$ cat config.mk
export PLATFORM = sky130hd
export DESIGN_NAME = shift_in
export DESIGN_NICKNAME = d
export VERILOG_FILES = /design/src/rtl/shift_in_pkg.sv /design/src/rtl/shift_in.sv
export SDC_FILE = /design/constraint.sdc
export NUM_CORES = 1
export LEC_CHECK = 0
export CAP_MARGIN = 30
export CELL_PAD_IN_SITES_DETAIL_PLACEMENT = 1
export CELL_PAD_IN_SITES_GLOBAL_PLACEMENT = 2
export CORE_MARGIN = 2
export CORE_UTILIZATION = 38
export CTS_BUF_LIST = sky130_fd_sc_hd__clkbuf_4
export DETAILED_ROUTE_END_ITERATION = 7
export PLACE_DENSITY = 0.82
export SETUP_SLACK_MARGIN = 0.1
export SLEW_MARGIN = 20
export SYNTH_ARGS = -nofsm -noshare
export SYNTH_HDL_FRONTEND = slang
export SYNTH_SLANG_ARGS = --single-unit
$ cat constraint.sdc
create_clock -name clk -period 1.96 [get_ports clk]
set_clock_uncertainty 0.05 [all_clocks]
set_input_delay 0.392 -clock clk [delete_from_list [all_inputs] [get_ports clk]]
set_output_delay 0.392 -clock clk [all_outputs]
set_load 0.01 [all_outputs]
$ cat src/rtl/shift_in_pkg.sv
// shift_in_pkg: state encodings and frame width shared by the serial link ends
package shift_in_pkg;
  typedef enum logic [1:0] {
    IDLE = 2'b00,
    RECV = 2'b01,
    HOLD = 2'b10
  } state_t;
  localparam int FRAME_WIDTH = 24;
endpackage

$ cat src/rtl/shift_in.sv
// shift_in: framed LSB-first serial-to-parallel receiver with done/err strobes
module shift_in
  import shift_in_pkg::*;
#(
  parameter int WIDTH = FRAME_WIDTH,
  parameter int CNT_W = 5
) (
  input  logic             clk,
  input  logic             reset,
  input  logic             z_in,
  input  logic             f_in,
  output logic [WIDTH-1:0] p_out,
  output logic             done,
  output logic             err,
  output logic             busy
);
  localparam logic [CNT_W-1:0] LAST = CNT_W'(WIDTH - 1);
  localparam logic [CNT_W-1:0] FULL = CNT_W'(WIDTH);
  state_t           r_state, w_state;
  logic [WIDTH-1:0] r_sh, w_sh, r_p, w_p, w_shifted;
  logic [CNT_W-1:0] r_cnt, w_cnt;
  logic             r_done, w_done, r_err, w_err;
  // New bits enter at the MSB so that after WIDTH shifts bit k holds the k-th sample
  assign w_shifted = (r_sh >> 1) | (WIDTH'(z_in) << (WIDTH - 1));
  always_comb begin
    w_state = r_state;
    w_sh    = r_sh;
    w_cnt   = r_cnt;
    w_p     = r_p;
    w_done  = 1'b0;
    w_err   = 1'b0;
    case (r_state)
      IDLE: if (f_in) begin
        w_sh    = w_shifted;
        w_cnt   = CNT_W'(1);
        w_state = (WIDTH == 1) ? HOLD : RECV;
        w_done  = (WIDTH == 1);
        w_p     = (WIDTH == 1) ? w_shifted : r_p;
      end
      RECV: if (!f_in) begin
        w_err   = 1'b1;
        w_sh    = '0;
        w_cnt   = '0;
        w_state = IDLE;
      end else begin
        w_sh  = w_shifted;
        w_cnt = (r_cnt == FULL) ? r_cnt : r_cnt + 1'b1;
        if (r_cnt == LAST) begin
          w_p     = w_shifted;
          w_done  = 1'b1;
          w_state = HOLD;
        end
      end
      HOLD: if (!f_in) begin
        w_state = IDLE;
        w_sh    = '0;
        w_cnt   = '0;
      end
      default: w_state = IDLE;
    endcase
  end
  always_ff @(posedge clk or posedge reset) begin
    if (reset) begin
      r_state <= IDLE;
      r_sh    <= '0;
      r_cnt   <= '0;
      r_p     <= '0;
      r_done  <= 1'b0;
      r_err   <= 1'b0;
    end else begin
      r_state <= w_state;
      r_sh    <= w_sh;
      r_cnt   <= w_cnt;
      r_p     <= w_p;
      r_done  <= w_done;
      r_err   <= w_err;
    end
  end
  assign p_out = r_p;
  assign done  = r_done;
  assign err   = r_err;
  assign busy  = (r_state != IDLE);
endmodule

==> impl_results.md <==
* Die ar. at 6950 um^2
* Placed inst area at 2900 um^2
* Grt ovf at 0
* Fin util at 50.6%
* IO Pins at 31
* Outcome: completed
* DR vias/cell at between 5 and 6
* Arr. time, crit path at approximately 1400 ps
* Routability cong. at around 0.76
* Port Buf Inserts at 30
* Max Freq at about 560 MHz
* Hold buffers post-CTS at 0
* Worst Hold Class: in2async
* Initial core utilization at between 30 and 40%
* Die X at 83.4 um
* Worst r2r path cells at 7
* Slew HR at roughly 80%
* Top_reg_cell synth: dfrtp_1
* Fraction of layout cells with a size suffix above 1 at approximately 25%
* Synth top area cells: dfrtp_1, mux2_2, nand2_1
* Final setup TNS at 0 ps
* Iteration-0 DRC Markers at 72
* Die height at 83.4 um
* Count of final hold-check violations at 0
* Area leader, netlist: dfrtp_1
* Number of synthesized flops with an enable pin at 0
* Cells after Synth at about 210
* Final Critical Period at roughly 1800 ps
* Syn_nets at 219
* Post-DRT Antenna Nets at 0
* Pwr per Cell Area at ~900 nW/um^2
* Critical Path Source Type: flop
* Initial antenna violation count at 0
* Share of the yosys chip area belonging to registers at around three fifths
* First-pass GRT wire length at around 8500 um
* Yosys cell types at 30
* Core area at ~6000 um^2
* GRT Resource Usage Total at between 10% and 20%
* Count of pins over their slew limit at 0
* CTS tree: yes
* Final setup vio count at 0
* Clock tree buffer depth at 2
* Core Rows at 28
* Synthesized area at roughly 2400 um^2
* Synth Register Bits at 56
* Layout Nets at between 200 and 300
* Clock transition at path regs at between 150 and 200 ps
* Routed via count at between 1500 and 2000
* Num CTS Buffers at 5
* Area grow syn2layout at 26.7%
* H-Tree Depth at 2
* Syn Area/Cell at ~11 um^2
* Fin area at roughly 3000 um^2
* WS Path Type: reg2out
* DRC viols at 0
* Total wire length at around 4900 um
* Share of the synthesized area in the top cell type at 58.5%
* Max-cap viol count at 0
* Detailed placement HPWL at between 3000 and 4000 um
* VDD IR max at around 0.49 mV
* Leak at roughly 1.5 nW
* Power after layout at approximately 2.7 mW
* Clock latency on the worst-skew pair at 370 ps
* Final worst path period share at roughly nine tenths
* Clock Sinks at 56
* Final hold slack at roughly 310 ps
* RSZ-0062 raised after global routing: yes
* Worst endpoint required time at 1520 ps
* Largest net degree at the start of global routing at 57
* Ys async rst share at 100%
* Initial DRT Pass Iterations at 4
* CP Max Fanout at 4
* Number of diodes at 0
* Vias in the first global route at 1731
* WL per Instance at about 15 um
* CTS root buffer: clkbuf_4
* Yosys Warn Count at 0
* CP Capture Type: primary output
* Worst slew pin tran at ~300 ps
metal layers:
metal | track usage (%) | up-vias | wire [um]
li1 | - | 804 | -
met1 | 21.0 | 836 | 2370
met2 | 23.5 | 22 | 2390
met3 | 2.98 | 4 | 115
met4 | 4.92 | 0 | 52
met5 | 0 | - | 0
placed cells by master, fill, tap and decap left out, types with 2 or more instances in the layout:
master	synthesis	layout
nand4b_1	2	2
mux2_2	23	23
clkbuf_4	0	7
ha_1	6	3
o31ai_2	2	2
inv_1	6	3
nor2_1	2	2
clkdlybuf4s50_1	0	29
nand3_1	27	27
nor2b_1	3	3
o21ai_0	5	5
inv_2	0	3
nand2_1	51	50
buf_12	0	6
dfrtp_1	56	56
nand2b_1	2	2
a21oi_1	2	2
buf_4	0	12
ha_2	0	2
flip-flops by register name (all words and copies together), names as in the netlist:
| signal | cells |
|---|---|
| err | 1 |
| r_state | 2 |
| r_sh | 23 |
| done | 1 |
| r_cnt | 5 |
| p_out | 24 |
power by group:
part	internal, mW	switching, mW
clock	0.173	0.360
sequential	1.26	0.0834
combinational	0.393	0.463
synth_stat cells (2+ instances only):
cell      count
nand3_1      27
nand4b_1      2
nand2b_1      2
buf_2         4
dfrtp_1      56
nor2b_1       3
o21ai_0       5
nand2_1      51
inv_1         6
mux2_2       23
buf_6         3
a21oi_1       2
o31ai_2       2
nor2_1        2
ha_1          6
stage by stage:
step | setup WS, ps | instances
2_1_floorplan | 147 | 209
3_3_place_gp | -48.5 | 318
3_5_place_dp | -133 | 318
4_1_cts | 81.4 | 327
5_1_grt | 76.8 | 332
6_report | 164 | 332
critical path: stages (launching register included):
cell and delay (ps):
dfrtp_1 420, inv_2 100, ha_4 150, inv_1 50
dlygate4sd2_1 270
cells by family after synthesis:
| family | share of synthesized area, % |
|---|---|
| muxes | 12.6 |
| AOI/OAI and AO/OA | 4.55 |
| buffers and inverters | 3.50 |
| adders and majority gates | 3.13 |
| DFF | 58.5 |
| and+or+nand+nor | 17.7 |
final cells by class:
| cell class | count | area (um^2) |
|---|---|---|
| Sequential cell | 56 | 1400 |
| Inverter | 6 | 22.5 |
| Tap cell | 75 | 93.8 |
| Clock buffer | 7 | 52.6 |
| Timing Repair Buffer | 49 | 520 |
| Clock inverter | 1 | 8.76 |
| Multi-Input combinational cell | 138 | 935 |
| Fill cell | 632 | 2960 |
worst paths after layout:
path / from / endpoint / slack (ps)
max: r_state[1]$_DFFE_PP0P_ / busy / 160
min in group clk: r_sh[1]$_DFFE_PP0P_ / r_sh[1]$_DFFE_PP0P_ / 460
min: reset / r_sh[11]$_DFFE_PP0P_ / 310
min reg2reg: r_sh[1]$_DFFE_PP0P_ / r_sh[1]$_DFFE_PP0P_ / 460
max reg2reg: r_state[0]$_DFFE_PP0P_ / r_cnt[3]$_DFFE_PP0P_ / 190
max in group asynchronous: reset / r_state[1]$_DFFE_PP0P_ / 1280
repair_timing:
| item | 4_1_cts | 5_1_grt |
|---|---|---|
| pin swaps | 0 | 1 |
| resized for setup | 5 | 5 |
| endpoints found under the setup margin | 1 | 30 |
| gates cloned | 0 | 0 |
| buffers inserted | 1 | 5 |
Note: power is estimated with default switching activity, not from simulation.
